[config.mk]
export PLATFORM = sky130hd
export DESIGN_NAME = fifo_write_arbiter
export DESIGN_NICKNAME = d
export VERILOG_FILES = /design/src/rtl/fifo_ctrl_pkg.sv /design/src/rtl/fifo_write_arbiter_rr_pick.sv /design/src/rtl/fifo_write_arbiter.sv
export SDC_FILE = /design/constraint.sdc
export NUM_CORES = 1
export LEC_CHECK = 0
export BUFFER_PORTS_ARGS = -buffer_cell sky130_fd_sc_hd__buf_2
export CORE_UTILIZATION = 30
export DETAILED_ROUTE_END_ITERATION = 6
export SYNTH_ARGS = -nofsm -noshare
export SYNTH_HDL_FRONTEND = slang
export SYNTH_SLANG_ARGS = --single-unit
export TNS_END_PERCENT = 1
[constraint.sdc]
create_clock -name clk -period 3.4 [get_ports clk]
set_input_delay 0.17 -clock clk [delete_from_list [all_inputs] [get_ports clk]]
set_output_delay 0.17 -clock clk [all_outputs]
set_load 0.02 [all_outputs]
[src/rtl/fifo_ctrl_pkg.sv]
// Shared definitions for the fifo write-side control logic: FSM encodings
// and helpers that derive depth and pointer widths from the parameters.
package fifo_ctrl_pkg;

  typedef enum logic [1:0] {
    ST_IDLE  = 2'b00,
    ST_GRANT = 2'b01,
    ST_STALL = 2'b10
  } state_e;

  // Number of words the fifo holds for a given address width.
  function automatic int depth_of(input int addr_size);
    return 32'sd1 << addr_size;
  endfunction

  // Width of a pointer that selects one of num_req producers (at least 1 bit).
  function automatic int ptr_width(input int num_req);
    return (num_req > 32'sd1) ? $clog2(num_req) : 32'sd1;
  endfunction

endpackage

[src/rtl/fifo_write_arbiter_rr_pick.sv]
// Rotating-priority encoder: finds the first set bit of the eligible vector
// starting at rr_ptr and wrapping modulo NUM_REQ.
module rr_pick
  import fifo_ctrl_pkg::*;
#(
  parameter int NUM_REQ = 4,
  parameter int PTR_W   = 2
) (
  input  logic [NUM_REQ-1:0] eligible,
  input  logic [PTR_W-1:0]   rr_ptr,
  output logic               found,
  output logic [NUM_REQ-1:0] select,
  output logic [PTR_W-1:0]   index
);

  logic [PTR_W:0]   sum_s;
  logic [PTR_W-1:0] pos_s;
  logic             hit_s;

  // Walk the candidates in priority order; the first eligible one wins.
  always_comb begin
    found  = 1'b0;
    select = '0;
    index  = '0;
    sum_s  = '0;
    pos_s  = '0;
    hit_s  = 1'b0;
    for (int k = 0; k < NUM_REQ; k++) begin
      sum_s  = {1'b0, rr_ptr} + (PTR_W+1)'(k);
      sum_s  = (sum_s >= (PTR_W+1)'(NUM_REQ)) ? (sum_s - (PTR_W+1)'(NUM_REQ)) : sum_s;
      pos_s  = sum_s[PTR_W-1:0];
      hit_s  = !found && eligible[pos_s];
      select[pos_s] = select[pos_s] | hit_s;
      index  = hit_s ? pos_s : index;
      found  = found | hit_s;
    end
  end

endmodule

[src/rtl/fifo_write_arbiter.sv]
// Round-robin write-side scheduler for the shared fifo. Producers share the
// single push port; a shadow occupancy count (credit) guarantees the fifo is
// never pushed while full. Consumer pops come back as pop_done credit returns.
module fifo_write_arbiter
  import fifo_ctrl_pkg::*;
#(
  parameter int NUM_REQ      = 4,
  parameter int DATA_SIZE    = 8,
  parameter int ADDRESS_SIZE = 3
) (
  input  logic                           clk,
  input  logic                           rst,
  input  logic [NUM_REQ-1:0]             req,
  input  logic [NUM_REQ*DATA_SIZE-1:0]   req_data,
  output logic [NUM_REQ-1:0]             gnt,
  output logic                           fifo_push,
  output logic                           fifo_can_write,
  output logic [DATA_SIZE-1:0]           fifo_data_in,
  input  logic                           pop_done,
  output logic [ADDRESS_SIZE:0]          occupancy,
  output logic                           stall,
  output logic                           err_underflow
);

  localparam int DEPTH = depth_of(ADDRESS_SIZE);
  localparam int PTR_W = ptr_width(NUM_REQ);
  localparam int OCC_W = ADDRESS_SIZE + 1;
  localparam logic [OCC_W:0] DEPTH_V = (OCC_W+1)'(DEPTH);

  state_e               state_r;
  state_e               state_next_s;
  logic [PTR_W-1:0]     rr_ptr_r;
  logic [PTR_W-1:0]     ptr_next_s;
  logic [OCC_W-1:0]     occ_r;
  logic [OCC_W-1:0]     occ_next_s;
  logic [OCC_W:0]       occ_sum_s;
  logic [NUM_REQ-1:0]   gnt_r;
  logic                 push_r;
  logic [DATA_SIZE-1:0] data_r;
  logic                 stall_r;
  logic                 err_r;

  logic [NUM_REQ-1:0]   eligible_s;
  logic                 found_s;
  logic [NUM_REQ-1:0]   select_s;
  logic [PTR_W-1:0]     index_s;
  logic                 credit_s;
  logic                 grant_s;
  logic                 pop_take_s;
  logic [DATA_SIZE-1:0] data_sel_s;

  // A producer granted this cycle is still holding req; mask it so a lone
  // producer cannot be granted the same word twice.
  assign eligible_s = req & ~gnt_r;

  // Credit counts the push now on the bus but not a pop seen this cycle;
  // a returned credit becomes usable one cycle later, which cannot overfill.
  assign occ_sum_s  = {1'b0, occ_r} + {{OCC_W{1'b0}}, push_r};
  assign credit_s   = (occ_sum_s < DEPTH_V);
  assign pop_take_s = pop_done && (occ_r != '0);
  assign data_sel_s = req_data[int'(index_s)*DATA_SIZE +: DATA_SIZE];

  rr_pick #(
    .NUM_REQ (NUM_REQ),
    .PTR_W   (PTR_W)
  ) u_rr_pick (
    .eligible (eligible_s),
    .rr_ptr   (rr_ptr_r),
    .found    (found_s),
    .select   (select_s),
    .index    (index_s)
  );

  // Next-state logic: every state re-evaluates demand and credit at each edge.
  always_comb begin
    state_next_s = ST_IDLE;
    grant_s      = 1'b0;
    case (state_r)
      ST_IDLE, ST_GRANT, ST_STALL: begin
        if (found_s) begin
          if (credit_s) begin
            state_next_s = ST_GRANT;
            grant_s      = 1'b1;
          end else begin
            state_next_s = ST_STALL;
            grant_s      = 1'b0;
          end
        end else begin
          state_next_s = ST_IDLE;
          grant_s      = 1'b0;
        end
      end
      default: begin
        state_next_s = ST_IDLE;
        grant_s      = 1'b0;
      end
    endcase
  end

  // Round-robin pointer advances past the winner; it holds when nobody wins.
  always_comb begin
    ptr_next_s = rr_ptr_r;
    if (grant_s) begin
      ptr_next_s = (index_s == PTR_W'(NUM_REQ-1)) ? '0 : (index_s + PTR_W'(1'b1));
    end else begin
      ptr_next_s = rr_ptr_r;
    end
  end

  // Shadow occupancy: +1 per push, -1 per pop, saturating at zero on underflow.
  always_comb begin
    occ_next_s = occ_r;
    if (push_r && !pop_take_s) begin
      occ_next_s = occ_r + OCC_W'(1'b1);
    end else if (!push_r && pop_take_s) begin
      occ_next_s = occ_r - OCC_W'(1'b1);
    end else begin
      occ_next_s = occ_r;
    end
  end

  // FSM state, pointer and occupancy registers.
  always_ff @(posedge clk or posedge rst) begin
    if (rst) begin
      state_r  <= ST_IDLE;
      rr_ptr_r <= '0;
      occ_r    <= '0;
    end else begin
      state_r  <= state_next_s;
      rr_ptr_r <= ptr_next_s;
      occ_r    <= occ_next_s;
    end
  end

  // Grant, push strobe and stall are registered together so they line up.
  always_ff @(posedge clk or posedge rst) begin
    if (rst) begin
      gnt_r   <= '0;
      push_r  <= 1'b0;
      stall_r <= 1'b0;
    end else begin
      gnt_r   <= grant_s ? select_s : '0;
      push_r  <= grant_s;
      stall_r <= (state_next_s == ST_STALL);
    end
  end

  // Push data captures the winner's word; it holds between pushes.
  always_ff @(posedge clk or posedge rst) begin
    if (rst) begin
      data_r <= '0;
    end else if (grant_s) begin
      data_r <= data_sel_s;
    end else begin
      data_r <= data_r;
    end
  end

  // Underflow flag is sticky until reset.
  always_ff @(posedge clk or posedge rst) begin
    if (rst) begin
      err_r <= 1'b0;
    end else if (pop_done && (occ_r == '0)) begin
      err_r <= 1'b1;
    end else begin
      err_r <= err_r;
    end
  end

  assign gnt            = gnt_r;
  assign fifo_push      = push_r;
  assign fifo_can_write = push_r;
  assign fifo_data_in   = data_r;
  assign occupancy      = occ_r;
  assign stall          = stall_r;
  assign err_underflow  = err_r;

endmodule

# [Yosys cells after proc, flatten, opt, wreduce, memory -nomap -nowiden]
# Index checks and enable logic that the tools add are counted.
[totals] regBits=23 input_bits=39 out_inout_bits=20 elab_cells=113
[classes] n_addsub=11 n_lt_le_gt_ge=13 eq_ne=4 n_shift=1 muxes=45 n_bitwise=10 n_reduce_logical=21
[ops] cell="32-bit by 6-bit indexed part select with 8-bit output" n=1
[ops] cell="2-bit two-way mux" n=12
[ops] cell="1-bit binary-select mux with 2-bit select" n=8
[ops] cell="1-bit two-way mux" n=15
[ops] cell="4-bit bitwise mux" n=3
[ops] cell="2-bit by 3-bit < comparator with 1-bit output, second input constant" n=4
[ops] cell="4-bit two-way mux" n=3
[ops] cell="1-bit logical AND" n=11
[ops] cell="3-bit greater-or-equal comparator, second input constant" n=3
[ops] cell="4-bit bitwise AND" n=2
[ops] cell="1-bit demux with 2-bit select" n=4
[ops] cell="2-bit by 1-bit greater-or-equal comparator with 1-bit output, second input constant" n=4
[ops] cell="2-bit by 1-bit subtractor with 2-bit output, second input constant" n=4
[ops] cell="1-bit bitwise OR" n=7
[ops] cell="2-bit by 2-bit adder with 3-bit output, second input constant" n=2
[ops] cell="2-bit equality test, second input constant" n=3
[ops] cell="4-bit by 1-bit adder with 5-bit output" n=1
[ops] cell="1-bit logical NOT" n=5
[ops] cell="5-bit by 4-bit < comparator with 1-bit output, second input constant" n=1
[ops] cell="4-bit by 1-bit adder with 4-bit output, second input constant" n=1
[ops] cell="4-bit logical NOT" n=1
[ops] cell="4-bit NOT" n=1
[ops] cell="4-bit nonzero test" n=1
[ops] cell="4-bit by 1-bit subtractor with 4-bit output, second input constant" n=1
[ops] cell="other kinds (7)" n=7

# [Longest topological paths before layout]
[logic_depth] depth_word=20 ltp_mapped=12 depth_no_buf=10

# [By module]
# From an unflattened synthesis, not the netlist that was laid out.
[unflattened] hier_cells=175 area_unflattened_um2=1920.6
[modules_own_cells] mod="fifo_write_arbiter" n_inst=1 cells_per_inst=88 area_each_um2=1232.4 seq_area_each_um2=550.5
[modules_own_cells] mod="rr_pick" n_inst=1 cells_per_inst=87 area_each_um2=688.2 seq_area_each_um2=0.0

# [Least setup slack after synthesis]
# No wires, ideal clock.
[synth_path] kind="register -> register" from="reg (tool-made name)" to="reg gnt_r[0] (netlist: gnt[0])" setup_time_ns=0.100 arrival_time_ns=2.739 t_required_ns=3.300 path_slack_ns=0.562 stages_incl_launch_ff=11 n_path_buf=1 synth_period_minus_slack_ns=2.838 cell_sequence="dfrtp_1 > inv_1 > clkbuf_8 > ha_1 > inv_2 > mux4_2 > o221ai_4 > a22oi_2 > o31ai_4 > o311ai_4 > a311oi_1"
[synth_rtl] item="end signal: assignment" line_no="fifo_write_arbiter.sv:142" rtl="gnt_r <= grant_s ? select_s : '0;"
[synth_rtl] item="end: declaration" line_no="fifo_write_arbiter.sv:37" rtl="logic [NUM_REQ-1:0] gnt_r;"

# [Final worst setup path]
[layout_path] from="reg rr_ptr_r[1]" to="reg gnt_r[1] (netlist: gnt[1])"
[layout_between] elab_chain_cells=20 word_cells_on_any_way=71 cone_classes="add/sub: 7; order compare: 12; mux: 34; bitwise: 8; reduce/logical: 10"
[layout_lines] item="start: declaration" line_no="fifo_write_arbiter.sv:32" rtl="logic [PTR_W-1:0] rr_ptr_r;"
[layout_lines] item="start signal: assignment" line_no="fifo_write_arbiter.sv:130" rtl="rr_ptr_r <= ptr_next_s;"
[layout_lines] item="2-bit by 3-bit greater-or-equal comparator with 1-bit output or 2-bit by 1-bit subtractor with 2-bit output (tied branches)" line_no="fifo_write_arbiter_rr_pick.sv:30" rtl="sum_s = (sum_s >= (PTR_W+1)'(NUM_REQ)) ? (sum_s - (PTR_W+1)'(NUM_REQ)) : sum_s;"
[layout_lines] item="2-bit two-way mux" line_no="fifo_write_arbiter_rr_pick.sv:30"
[layout_lines] item="2-bit by 3-bit < comparator with 1-bit output (implied by the code) or 2-bit by 1-bit greater-or-equal comparator with 1-bit output (tied branches)" line_no="fifo_write_arbiter_rr_pick.sv:33" rtl="select[pos_s] = select[pos_s] | hit_s;"
[layout_lines] item="1-bit logical AND (implied by the code)" line_no="fifo_write_arbiter_rr_pick.sv:33"
[layout_lines] item="1-bit two-way mux (implied by the code)" line_no="fifo_write_arbiter_rr_pick.sv:33"
[layout_lines] item="1-bit demux with 2-bit select"
[layout_lines] item="4-bit bitwise AND (no source line)"
[layout_lines] item="1-bit binary-select mux with 2-bit select" line_no="fifo_write_arbiter_rr_pick.sv:33"
[layout_lines] item="[... 4 more ...]"
[layout_lines] item="1-bit two-way mux (implied by the code)" line_no="fifo_write_arbiter_rr_pick.sv:33"
[layout_lines] item="1-bit bitwise OR" line_no="fifo_write_arbiter_rr_pick.sv:33"
[layout_lines] item="4-bit bitwise mux" line_no="fifo_write_arbiter_rr_pick.sv:33"
[layout_lines] item="1-bit binary-select mux with 2-bit select" line_no="fifo_write_arbiter_rr_pick.sv:33"
[layout_lines] item="1-bit two-way mux (implied by the code)" line_no="fifo_write_arbiter_rr_pick.sv:33"
[layout_lines] item="1-bit bitwise OR" line_no="fifo_write_arbiter_rr_pick.sv:33"
[layout_lines] item="4-bit bitwise mux" line_no="fifo_write_arbiter_rr_pick.sv:33"
[layout_lines] item="4-bit two-way mux *" line_no="fifo_write_arbiter.sv:142"
# Every way passes the cells marked *; elsewhere a longest branch is shown, timed or not. The select of a mux whose other input is x is not followed.
# A chain may end at the register's enable or synchronous reset.

==> metrics.txt <==
Total GRT Usage=0.152; Core Area=6830 um^2; Final Cycle Share=0.905; WP buf/inv=2; Synth area leader=dfrtp_1; antenna diode count=0; DRC violations left=0; CP max stage cell=dfrtp_1; measured slew at the worst slew-check pin=0.839 ns; layout overhead on the synthesized area=18.3%; Power Dens Cells=1200 nW/um^2; peak supply drop=671 uV; fraction of layout cells with a size suffix above 1=0.351; clk buf depth=2; Pint=1520 uW; part of the power in registers=0.174; slew margin rel.=0.440; CP Max Fanout=12; Netlist cell types=54; mean post-synth cell area=9.55 um^2; Total Wirelength=5.34 mm; GPL Wtd Cong=0.862; outcome=complete, no violations; Clock Power Share=0.081; most common cell in the netlist=mux2i_1; post-route ant nets=0; slowest stage delay, CP=0.70 ns; full die area=7470 um^2; Clock Latency Late Sink=0.26 ns; post-synthesis cell area=2140 um^2; Critical Path RT=3.55 ns; Max-cap violations=0; CTS Buf Count=3; pins over their slew limit=0; Leak Pwr=0.00116 uW; Via Count=1968; Critical Path AT=3.23 ns; Synth Area in Compound Gates=0.222; non-filler cells, final=375; adder-cell share of the synthesized area=0.0503; IO Port Bufs=58; TritonCTS clock tree=built; vias per cell=5.25; Synth area leaders=dfrtp_1 26%, mux2i_1 12%, mux2_2 4.7%; Pre-Repair DR Iteration Count=5; multiplexer area fraction after synthesis=0.206; DRT iter0 DRCs=125; nature of the critical path startpoint=flop; Final Core Density=0.371; Final Instance Area=2530 um^2; Final HPWL DP=4.16 mm; Seq/Total Area, Yosys=0.257; Synth top cells by count=25 x mux2i_1, 22 x dfrtp_1, 21 x nand2_1, 18 x a21oi_1, 16 x nor2_1; row count=30; largest family of logic cells by synthesized area=compound AO/OA/AOI/OAI gates; Psw=1520 uW; Gate power share=0.745; Post-synth EDFFs=0; ys flop type=dfrtp_1; IO Count=59; Die H=86.5 um; RSZ-0062 raised after global routing=false; TNS Setup=0 ns; Nets=327; HP Class=primary input to async pin; Cells after Synth=224; first-pass GRT wire length=9.12 mm; delay-heaviest family, CP=compound AO/OA/AOI/OAI gates; Setup Skew=0.00201 ns; FF+latch count, synth=22; syn_nets=271; yosys warns=0; routed len/inst=14.3 um; Reg clk slew, reported paths=0.08 ns; Root Buffer Master=clkbuf_8; CP Cell Sequence=inv_8 > ha_1 > inv_2 > mux4_2 > o221ai_4 > a22oi_2 > o21ai_2 > o311ai_4 > a311oi_1; share of the synthesized area in the top cell type=0.257; fin crit period=3.08 ns; CTS resizes=0; Async SR Flop Fraction=1.00; clk sinks=22; Post-CTS Setup Inserts=0; switching share of power=0.501; Post-Synth Simple-Gate Area=0.152; Die X=86.5 um; worst setup path category=flop to flop; vias in the first global route=1934; Initial Utilization=0.313; initial antenna violation count=0; Setup crit end kind=flop; H-tree Lvls=1; Fin. Hold Viols=0; fmax=325 MHz; xor/xnor cell area share of the yosys netlist=0.0246; placed cell area=2460 um^2; count of hold-fix buffers inserted at cts=0; grt total ovfl=0; Final setup viols=0; dpl cells=371; largest net degree at the start of global routing=23
-- metal layers --
layer / share of wire / routed length [um] / track usage / vias to the layer above
met4: 0.035 / 187 / 0.0803 / 0
met2: 0.49 / 2630 / 0.255 / 81
met3: 0.052 / 276 / 0.0171 / 22
met5: 0 / 0 / 0 / -
li1: - / - / - / 939
met1: 0.42 / 2250 / 0.192 / 926
-- state kept, by name, indices dropped and copies added (netlist names), named ones only --
register        cells
fifo_data_in        8
fifo_can_write      1
occupancy           4
state_r             1
rr_ptr_r            1
stall               1
gnt                 4
err_underflow       1
-- worst paths after layout --
| path | cells after the start | slack, ns | start | endpoint |
|---|---|---|---|---|
| worst max register to register | 9 | 0.32 | rr_ptr_r[1] | gnt[1] |
| worst min register to register | 1 | 0.47 | err_underflow | err_underflow |
| max in group asynchronous | 2 | 2.82 | rst | gnt[1] |
| min in group clk | 2 | 0.12 | pop_done | err_underflow |
| worst max-delay path | 9 | 0.32 | rr_ptr_r[1] | gnt[1] |
| worst min-delay path | 2 | 0.06 | rst | fifo_data_in[0] |
-- worst register-to-register path, cell delays in order (launching register included) --
cell,delay (ns)
dfrtp_1,0.70
inv_8,0.07
ha_1,0.32
inv_2,0.10
mux4_2,0.56
o221ai_4,0.28
a22oi_2,0.17
o21ai_2,0.31
o311ai_4,0.14
a311oi_1,0.33
-- power groups by stage --
stage               combinational (uW)  sequential (uW)  clock (uW)
finish                            2260              528         245
global placement                  2250              531           0
detailed placement                2250              534           0
global route                      2470              549         259
CTS                               2260              530         250
floorplan                         1780              615           0
-- cell type report --
cell class              count  area (um^2)
repair buffers             66          350
clock inverters             1         30.0
multi-input cells         179         1400
flip-flops and latches     22          551
clock buffers               3         41.3
well taps                  96          120
inverters                   8         37.5
fillers                   716         4300
-- per-stage QoR --
stage | worst slack (ns) | power (uW) | hold slack [ns]
4_1_cts | 0.351 | 3040 | 0.0986
3_3_place_gp | 0.479 | 2780 | 0.367
2_1_floorplan | 0.562 | 2400 | 0.159
5_1_grt | 0.107 | 3280 | 0.110
3_5_place_dp | 0.368 | 2790 | 0.388
6_report | 0.322 | 3040 | 0.0601
-- cells in the final DEF (no fill, tap or decap), drive strengths merged, types with 2 or more instances in the layout --
master   instances
nand3            4
dfrtp           22
nor4             2
o2111ai          2
o21ai           13
xnor2            5
or3b             2
buf             66
a211oi           5
nand3b           2
nand2b           7
and2b            3
a22oi            4
mux2i           25
a21o             2
or2b             2
mux4             4
ha               7
a311oi           4
nand2           21
mux2             9
nor2            16
o311ai           2
o22ai            2
inv              8
a21oi           18
o221ai           2
nor3             2
clkbuf           3
-- kinds of logic after synthesis --
| kind of cell | after synthesis |
|---|---|
| buf+inv | 23 |
| flops | 22 |
| simple gates | 64 |
| compound gates | 63 |
| xor+xnor | 6 |
| mux | 38 |
| fa+ha+maj | 8 |
Note: power is estimated with default switching activity, not from simulation.
